<file path="src/rtl/lab2_proc_div_pkg.sv">
// rtl/lab2_proc_div_pkg.sv - shared function codes, FSM states and counter sizing for the divider
package lab2_proc_div_pkg;

    typedef enum logic [1:0] {
        DIV_FN_DIV  = 2'd0,
        DIV_FN_DIVU = 2'd1,
        DIV_FN_REM  = 2'd2,
        DIV_FN_REMU = 2'd3
    } div_fn_e;

    typedef enum logic [1:0] {
        IDLE = 2'd0,
        CALC = 2'd1,
        DONE = 2'd2
    } div_state_e;

    localparam int DIV_NBITS = 32;

    // Counter must hold p_nbits itself, hence the +1.
    function automatic int div_cnt_width(input int nbits);
        return $clog2(nbits + 1);
    endfunction

    localparam int DIV_CNT_W = div_cnt_width(DIV_NBITS);

endpackage

</file>
<file path="src/rtl/lab2_proc_int_div_dpath.sv">
// rtl/lab2_proc_int_div_dpath.sv - restoring divider datapath: operands, remainder/quotient, counter, sign fix-up
// Optional early-out results when LAB2_PROC_INT_DIV_FAST_EN is defined.
module lab2_proc_int_div_dpath
    import lab2_proc_div_pkg::*;
#(
    parameter int p_nbits = DIV_NBITS
) (
    input  logic               clk,
    input  logic               reset,
    input  logic               load_i,
    input  logic               step_i,
    input  logic [1:0]         fn_i,
    input  logic [p_nbits-1:0] a_i,
    input  logic [p_nbits-1:0] b_i,
    output logic               cnt_last_o,
    output logic               fast_o,
    output logic [p_nbits-1:0] result_o
);

    localparam int CW = div_cnt_width(p_nbits);
    localparam logic [CW-1:0] CNT_INIT = CW'(p_nbits);

    div_fn_e            fn_in;
    logic               in_signed;
    logic               a_neg;
    logic               b_neg;
    logic [p_nbits-1:0] a_mag;
    logic [p_nbits-1:0] b_mag;

    div_fn_e            fn_q;
    logic [p_nbits-1:0] quo_q;
    logic [p_nbits-1:0] rem_q;
    logic [p_nbits-1:0] dvsr_q;
    logic [p_nbits-1:0] result_q;
    logic [CW-1:0]      cnt_q;
    logic               neg_quo_q;
    logic               neg_rem_q;
    logic               bzero_q;

    logic [p_nbits:0]   rem_sh;
    logic [p_nbits:0]   trial;
    logic [p_nbits-1:0] quo_d;
    logic [p_nbits-1:0] rem_d;
    logic [p_nbits-1:0] quo_fix;
    logic [p_nbits-1:0] rem_fix;
    logic [p_nbits-1:0] step_res;
    logic               q_is_rem;

    always_comb begin
        fn_in     = div_fn_e'(fn_i);
        in_signed = (fn_in == DIV_FN_DIV) || (fn_in == DIV_FN_REM);
        a_neg     = in_signed && a_i[p_nbits-1];
        b_neg     = in_signed && b_i[p_nbits-1];
        a_mag     = a_neg ? -a_i : a_i;
        b_mag     = b_neg ? -b_i : b_i;
    end

    // One restoring step; the remainder stays below the divisor so trial fits p_nbits when non-negative.
    always_comb begin
        rem_sh   = {rem_q, quo_q[p_nbits-1]};
        trial    = rem_sh - {1'b0, dvsr_q};
        quo_d    = {quo_q[p_nbits-2:0], ~trial[p_nbits]};
        rem_d    = trial[p_nbits] ? rem_sh[p_nbits-1:0] : trial[p_nbits-1:0];
        quo_fix  = neg_quo_q ? -quo_d : quo_d;
        rem_fix  = neg_rem_q ? -rem_d : rem_d;
        q_is_rem = (fn_q == DIV_FN_REM) || (fn_q == DIV_FN_REMU);
        // A zero divisor yields all-ones naturally, but the sign flip for DIV would spoil it.
        step_res = q_is_rem ? rem_fix : (bzero_q ? '1 : quo_fix);
    end

`ifdef LAB2_PROC_INT_DIV_FAST_EN
    localparam logic [p_nbits-1:0] MOST_NEG = {1'b1, {(p_nbits-1){1'b0}}};

    logic               in_rem;
    logic               bzero_in;
    logic               ovf_in;
    logic [p_nbits-1:0] fast_res;

    always_comb begin
        in_rem   = (fn_in == DIV_FN_REM) || (fn_in == DIV_FN_REMU);
        bzero_in = (b_i == '0);
        ovf_in   = in_signed && (a_i == MOST_NEG) && (b_i == '1);
        fast_o   = bzero_in || ovf_in || (a_mag < b_mag);
        if (bzero_in) begin
            fast_res = in_rem ? a_i : '1;
        end else if (ovf_in) begin
            fast_res = in_rem ? '0 : a_i;
        end else begin
            fast_res = in_rem ? a_i : '0;
        end
    end
`else
    assign fast_o = 1'b0;
`endif

    always_ff @(posedge clk) begin
        if (reset) begin
            fn_q      <= DIV_FN_DIV;
            quo_q     <= '0;
            rem_q     <= '0;
            dvsr_q    <= '0;
            result_q  <= '0;
            cnt_q     <= '0;
            neg_quo_q <= 1'b0;
            neg_rem_q <= 1'b0;
            bzero_q   <= 1'b0;
        end else if (load_i) begin
            fn_q      <= fn_in;
            quo_q     <= a_mag;
            rem_q     <= '0;
            dvsr_q    <= b_mag;
            cnt_q     <= CNT_INIT;
            neg_quo_q <= a_neg ^ b_neg;
            neg_rem_q <= a_neg;
            bzero_q   <= (b_i == '0);
`ifdef LAB2_PROC_INT_DIV_FAST_EN
            if (fast_o) begin
                result_q <= fast_res;
            end
`endif
        end else if (step_i) begin
            quo_q <= quo_d;
            rem_q <= rem_d;
            cnt_q <= cnt_q - CW'(1);
            if (cnt_q == CW'(1)) begin
                result_q <= step_res;
            end
        end
    end

    assign cnt_last_o = (cnt_q == CW'(1));
    assign result_o   = result_q;

endmodule

</file>
<file path="src/rtl/lab2_proc_int_div_unit.sv">
// rtl/lab2_proc_int_div_unit.sv - iterative DIV/DIVU/REM/REMU unit with val/rdy request and response
// Early-out path to DONE enabled by LAB2_PROC_INT_DIV_FAST_EN (handled in the datapath).
module lab2_proc_int_div_unit
    import lab2_proc_div_pkg::*;
#(
    parameter int p_nbits = DIV_NBITS
) (
    input  logic               clk,
    input  logic               reset,
    input  logic               req_val,
    output logic               req_rdy,
    input  logic [1:0]         req_fn,
    input  logic [p_nbits-1:0] req_a,
    input  logic [p_nbits-1:0] req_b,
    output logic               resp_val,
    input  logic               resp_rdy,
    output logic [p_nbits-1:0] resp_msg
);

    div_state_e state_q;
    div_state_e state_d;
    logic       load;
    logic       step;
    logic       cnt_last;
    logic       fast;

    always_ff @(posedge clk) begin
        if (reset) begin
            state_q <= IDLE;
        end else begin
            state_q <= state_d;
        end
    end

    always_comb begin
        state_d  = state_q;
        req_rdy  = 1'b0;
        resp_val = 1'b0;
        load     = 1'b0;
        step     = 1'b0;
        case (state_q)
            IDLE: begin
                req_rdy = 1'b1;
                if (req_val) begin
                    load    = 1'b1;
                    state_d = fast ? DONE : CALC;
                end
            end
            CALC: begin
                step = 1'b1;
                if (cnt_last) begin
                    state_d = DONE;
                end
            end
            DONE: begin
                resp_val = 1'b1;
                if (resp_rdy) begin
                    state_d = IDLE;
                end
            end
            default: state_d = IDLE;
        endcase
    end

    lab2_proc_int_div_dpath #(
        .p_nbits (p_nbits)
    ) u_dpath (
        .clk        (clk),
        .reset      (reset),
        .load_i     (load),
        .step_i     (step),
        .fn_i       (req_fn),
        .a_i        (req_a),
        .b_i        (req_b),
        .cnt_last_o (cnt_last),
        .fast_o     (fast),
        .result_o   (resp_msg)
    );

endmodule

</file>
<file path="config.mk">
export PLATFORM = sky130hd
export DESIGN_NAME = lab2_proc_int_div_unit
export DESIGN_NICKNAME = d
export VERILOG_FILES = /design/src/rtl/lab2_proc_div_pkg.sv /design/src/rtl/lab2_proc_int_div_dpath.sv /design/src/rtl/lab2_proc_int_div_unit.sv
export SDC_FILE = /design/constraint.sdc
export NUM_CORES = 1
export LEC_CHECK = 0
export BUFFER_PORTS_ARGS = -buffer_cell sky130_fd_sc_hd__buf_2
export CORE_ASPECT_RATIO = 1.75
export CORE_MARGIN = 4
export CORE_UTILIZATION = 46
export DETAILED_ROUTE_END_ITERATION = 10
export PLACE_DENSITY = 0.77
export SYNTH_ARGS = -nofsm -noshare
export SYNTH_HDL_FRONTEND = slang
export SYNTH_SLANG_ARGS = --single-unit
</file>
<file path="constraint.sdc">
create_clock -name clk -period 9.4 [get_ports clk]
set_input_delay 0.47 -clock clk [delete_from_list [all_inputs] [get_ports clk]]
set_output_delay 0.47 -clock clk [all_outputs]
set_load 0.05 [all_outputs]
</file>
==> run metrics, run 1 <==
synthesized cell area 10600 um^2; most frequent cells in the layout nor2_1, nand2_1, dfxtp_1; crit path DAT 6.35 ns; Routed WL 32500 um; PostCTS Resize Cnt 0; htree depth 4; fin worst setup slack 3.35 ns; CTS sink count 140; Post-synth EDFFs 0; most common cell after layout, fill and taps aside nor2_1; die width 123 um; Worst Hold Launch resp_rdy; Slew Limit Fails 0; die height 209 um; final setup violation count 0; Post-CTS Hold Fix Bufs 0; fin crit share 0.644; clock skew 0.00828 ns; effective utilization at floorplan 0.468; dpl hpwl 25400 um; Die ar. 25700 um^2; Syn Nets 1529; Via density 6.03; number of synthesized register bits 140; CTS tree built; type of the worst min-delay path in -> reg; final hold violations 0; antenna viol nets, final 0; total CTS buffers 17; Tightest Pin Transition 1.17 ns; critical path class reg -> reg; register area share after synthesis 0.263; largest net degree at the start of global routing 74; standard-cell rows 73; gr usage total 0.254; met1 usage 0.251; Worst EP required 9.70 ns; # nets final 1576; Root Driver clkbuf_16; Top Ports 104; vias in the first global route 10400; DRC errors left 0; area grow syn2layout 11.4%; Setup crit end kind register; clock buffer depth 2; crit path launch type register; placer congestion estimate 0.919; Max-Cap Viols 0; initial antenna violation count 0; layout cells sized above 1 0.114; ys flop type dfxtp_1; RSZ-0062 raised after global routing no; Pwr Density 201 nW/um^2; core area 22700 um^2; P_leak 4.58 nW; GR peak layer met2; Total Neg Setup Slack 0 ns; Cell variety after synth 71; Port Buffers 103; Syn. warnings 0; Skew-Pair Late Insertion Delay 0.44 ns; Final min period 6.05 ns; met2 Resource Use GR 0.452; Inserted Diodes 0; Achievable Freq 165 MHz; Max VDD drop 0.129 mV; first-pass GRT wire length 51500 um; async set or reset register ratio after synthesis 0; wire length per cell 18.3 um; Synth Instances 1420; filler instances 2153; M3 GR Usage 0.0347; grt total ovfl 0; 1st-iter DRT viols 667; Worst-path clk slew 0.06 ns; Worst setup startpoint u_dpath.quo_q[31]; status finished, final reports clean; vias 10700; syn avg cell area 7.49 um^2; postcts setup bufs 0; drt pass-1 iters 6; Worst Setup Slack post-DPL 3.46 ns; Max-slew headroom 0.216; Max FO, Critical Path 41; RR Startpoint u_dpath.quo_q[31]
==> critical path: stages, from the launching register on <==
cell	delay, ns
dfxtp_1	0.34
inv_1	0.09
ha_1	0.15
inv_1	0.05
fa_1	0.43
a211oi_2	0.26
nor2_1	0.13
o211a_1	0.30
or2_0	0.36
a221oi_4	0.30
buf_4	0.26
inv_2	0.04
buf_4	0.26
a21oi_1	0.30
ha_1	0.24
and3b_1	0.22
nor3b_1	0.31
nor3b_1	0.46
nor4b_1	0.39
a41oi_1	0.15
o41ai_2	0.49
xnor2_1	0.11
o221ai_1	0.18
a21oi_1	0.08
==> cell families (layout without fill, tap and decap cells) <==
group | Yosys count | in the layout | share of synthesized area
and+or+nand+nor | 473 | 473 | 0.210
AOI/OAI and AO/OA | 462 | 462 | 0.289
DFF | 140 | 140 | 0.263
adders and majority gates | 39 | 39 | 0.0466
buffers and inverters | 141 | 201 | 0.0509
xor gates and xnor gates | 140 | 140 | 0.115
muxes | 25 | 25 | 0.0252
==> per-layer routing <==
layer  vias up  share of wire
li1       5320              -
met4         0          0.093
met5         -              0
met2       353           0.51
met1      4941           0.35
met3       124          0.045
==> stage by stage <==
stage | util | instances | area, um^2 | hold WS, ns | power (mW)
after global placement | 0.497 | 1748 | 11300 | 0.433 | 1.72
final | 0.521 | 1780 | 11900 | 0.303 | 2.38
after detailed placement | 0.497 | 1748 | 11300 | 0.436 | 1.73
after floorplan | - | 1420 | 10600 | 0.432 | 1.48
after CTS | 0.521 | 1780 | 11900 | 0.287 | 2.37
after global routing | 0.521 | 1780 | 11900 | 0.311 | 2.52
==> final cells by class <==
type                            instances  area, um^2  area share
Sequential cell                       140        2800       0.236
Timing Repair Buffer                  118         628      0.0530
Clock buffer                           18         429      0.0362
Inverter                               51         191      0.0162
Tap cell                              300         375      0.0317
Clock inverter                         14         123      0.0103
Multi-Input combinational cell       1139        7300       0.616
==> Yosys cell counts, drive strengths merged, types with 22 or more instances <==
master,count,area (um^2)
a211oi,62,470
a21oi,135,676
a22oi,32,240
clkbuf,70,263
dfxtp,140,2800
ha,38,475
inv,51,191
nand2,144,541
nor2,145,544
nor3,41,205
nor4,23,144
o21ai,78,390
o31ai,22,165
xnor2,68,596
xor2,72,631
==> final timing paths <==
check | to | slack, ns | depth (start not counted)
min reg2reg | u_dpath.result_o[17] | 0.45 | 1
max reg2reg | u_dpath.result_o[24] | 3.35 | 23
min | state_q[1] | 0.30 | 3
max | u_dpath.result_o[24] | 3.35 | 23
==> report_power, final <==
group / internal (mW) / leakage, nW / switching [mW]
Clock: 0.363 / 0.270 / 0.272
Sequential: 0.636 / 1.15 / 0.0452
Combinational: 0.385 / 3.16 / 0.679
==> registers in the layout, summed over array words and instances, names as in the netlist <==
| name | cells |
|---|---|
| u_dpath.dvsr_q | 32 |
| u_dpath.quo_q | 32 |
| u_dpath.rem_q | 32 |
| u_dpath.result_o | 32 |
| u_dpath.cnt_q | 6 |
| state_q | 2 |
| u_dpath.bzero_q | 1 |
| u_dpath.fn_q | 1 |
| u_dpath.neg_quo_q | 1 |
| u_dpath.neg_rem_q | 1 |
Power figures use the tool's default switching activity.
==> inputs of run 2 (changes only) <==
clock period = 6 ns   (was 9.4 ns; I/O delays follow)
==> run 2 against run 1 <==
Global-route usage rose by 0.26 points; cell area increased by 0.22%; combinational power increased by 59%; sequential share of layout area decreased by 0.052 points; register-to-register slack lost 2.9 ns; first-iteration DRC count grew 11%; count of clock-buffer cells in the layout up 1; final cell count rose by 0.11%; largest power group unchanged.
==> run metrics, run 2 (synthesized netlist as in run 1, its figures left out) <==
area grow syn2layout 11.7%; Top Layer Used met4; Worst setup startpoint u_dpath.quo_q[31]; Clk network pwr share 0.268; Worst EP required 6.30 ns; htree depth 4; Achievable Freq 180 MHz; Post-Route Utilization 0.522; fin crit share 0.928; most common cell after layout, fill and taps aside nor2_1; placer congestion estimate 0.923; Final Power 3.77 mW; CTS tree built; dpl hpwl 26000 um; Pwr Density 317 nW/um^2; die height 209 um; met3 WL post-DR 1380 um; vias in the first global route 10300; Skew-Pair Late Insertion Delay 0.45 ns; Root Driver clkbuf_16; fin worst setup slack 0.433 ns; Sw Pwr 1.60 mW; Worst Hold Launch resp_rdy; worst path cell trace inv_1 -> ha_1 -> inv_1 -> fa_1 -> a211oi_2 -> nor2_1 -> o211a_1 -> or2_0 -> a221oi_4 -> mux2i_1 -> ha_1 -> and3b_1 -> nor3b_2 -> nor3b_1 -> nor4b_2 -> a41oi_1 -> o41ai_2 -> xnor2_1 -> o221ai_1 -> a21oi_1; Worst Setup Slack post-DPL 0.299 ns; CTS sink count 140; Hold Crit Depth 3; standard-cell rows 73; gr usage total 0.256; clock skew 0.0111 ns; 1st-iter DRT viols 742; family with the most delay on the worst path compound AO/OA/AOI/OAI gates; Max VDD drop 0.199 mV; wire length per cell 18.6 um; RSZ-0062 raised after global routing no; Via density 6.11; first-pass GRT wire length 51900 um; final hold violations 0; Die ar. 25700 um^2; core area 22700 um^2; met2 wire length 17100 um; final setup violation count 0; worst hold slack 0.120 ns; Pint 2.17 mW; Port Buffers 103; most frequent cells in the layout nor2_1, nand2_1, dfxtp_1; die width 123 um; initial antenna violation count 0; Slowest-stage cell, CP a221oi_4; effective utilization at floorplan 0.468; total CTS buffers 17; Gate power share 0.448; CP Buf/Inv Count 2; Total Neg Setup Slack 0 ns; Tightest Pin Transition 1.11 ns; WP depth 20; drt pass-1 iters 6; grt total ovfl 0; Setup crit end kind register; Reg power frac 0.284; RR Startpoint u_dpath.quo_q[31]; crit path launch type register; type of the worst min-delay path in -> reg; r2r worst-path depth 20; critical path class reg -> reg; status finished, final reports clean; Slew Limit Fails 0; Top Ports 104; P_leak 4.58 nW; DRC errors left 0; postcts setup bufs 0; clock buffer depth 2; DRT met1 WL 11900 um; layout cells sized above 1 0.115; antenna viol nets, final 0; Max FO, Critical Path 7; Sw Share 0.423; Final min period 5.57 ns; largest net degree at the start of global routing 86; max incr delay on CP 0.52 ns; # nets final 1578; Routed WL 33100 um; Inserted Diodes 0; vias 10900; Max-Cap Viols 0; Worst-path clk slew 0.06 ns; crit path DAT 5.86 ns; Max-slew headroom 0.251
[run 2: cell type report]
type | instances | area [um^2]
sequential | 140 | 2800
clock inverter | 13 | 119
clock buffer | 19 | 433
multi-input combinational | 1139 | 7310
inverter | 51 | 191
fill | 2163 | 10900
tap | 300 | 375
timing repair buffer | 120 | 643
[run 2: worst paths after layout]
| path | end | slack (ns) |
|---|---|---|
| max | u_dpath.result_o[24] | 0.43 |
| min | state_q[1] | 0.12 |
| max reg2reg | u_dpath.result_o[24] | 0.43 |
| min reg2reg | u_dpath.result_o[17] | 0.45 |
[run 2: per-layer routing]
metal | vias to the layer above | global-route usage
met2 | 369 | 0.462
met5 | - | 0
li1 | 5320 | -
met1 | 5086 | 0.257
met3 | 115 | 0.0385
met4 | 0 | 0.195
[run 2: what timing repair did]
| action | CTS | global route |
|---|---|---|
| hold buffers | 0 | 0 |
| setup endpoints to repair | 0 | 4 |
| hold endpoints to repair | 0 | 0 |
| resized for setup | 0 | 2 |
[run 2: tightest hold or removal path, delay by kind of cell]
family	cells	cell delay [ns]
buffers and inverters	1	0.07
AND/OR/NAND/NOR	1	0.09
AO/OA/AOI/OAI	1	0.06
[run 2: per-stage QoR]
stage	cells	cell area, um^2
3_3_place_gp	1750	11300
5_1_grt	1782	11900
4_1_cts	1782	11900
3_5_place_dp	1750	11300
6_report	1782	11900
2_1_floorplan	1420	10600
[run 2: power groups by stage]
stage,logic (mW),registers [mW],clock network (mW)
after floorplan,1.25,1.07,0
after global placement,1.62,1.08,0
after detailed placement,1.64,1.09,0
after CTS,1.66,1.07,1.02
after global routing,1.85,1.08,1.06
final,1.69,1.07,1.01
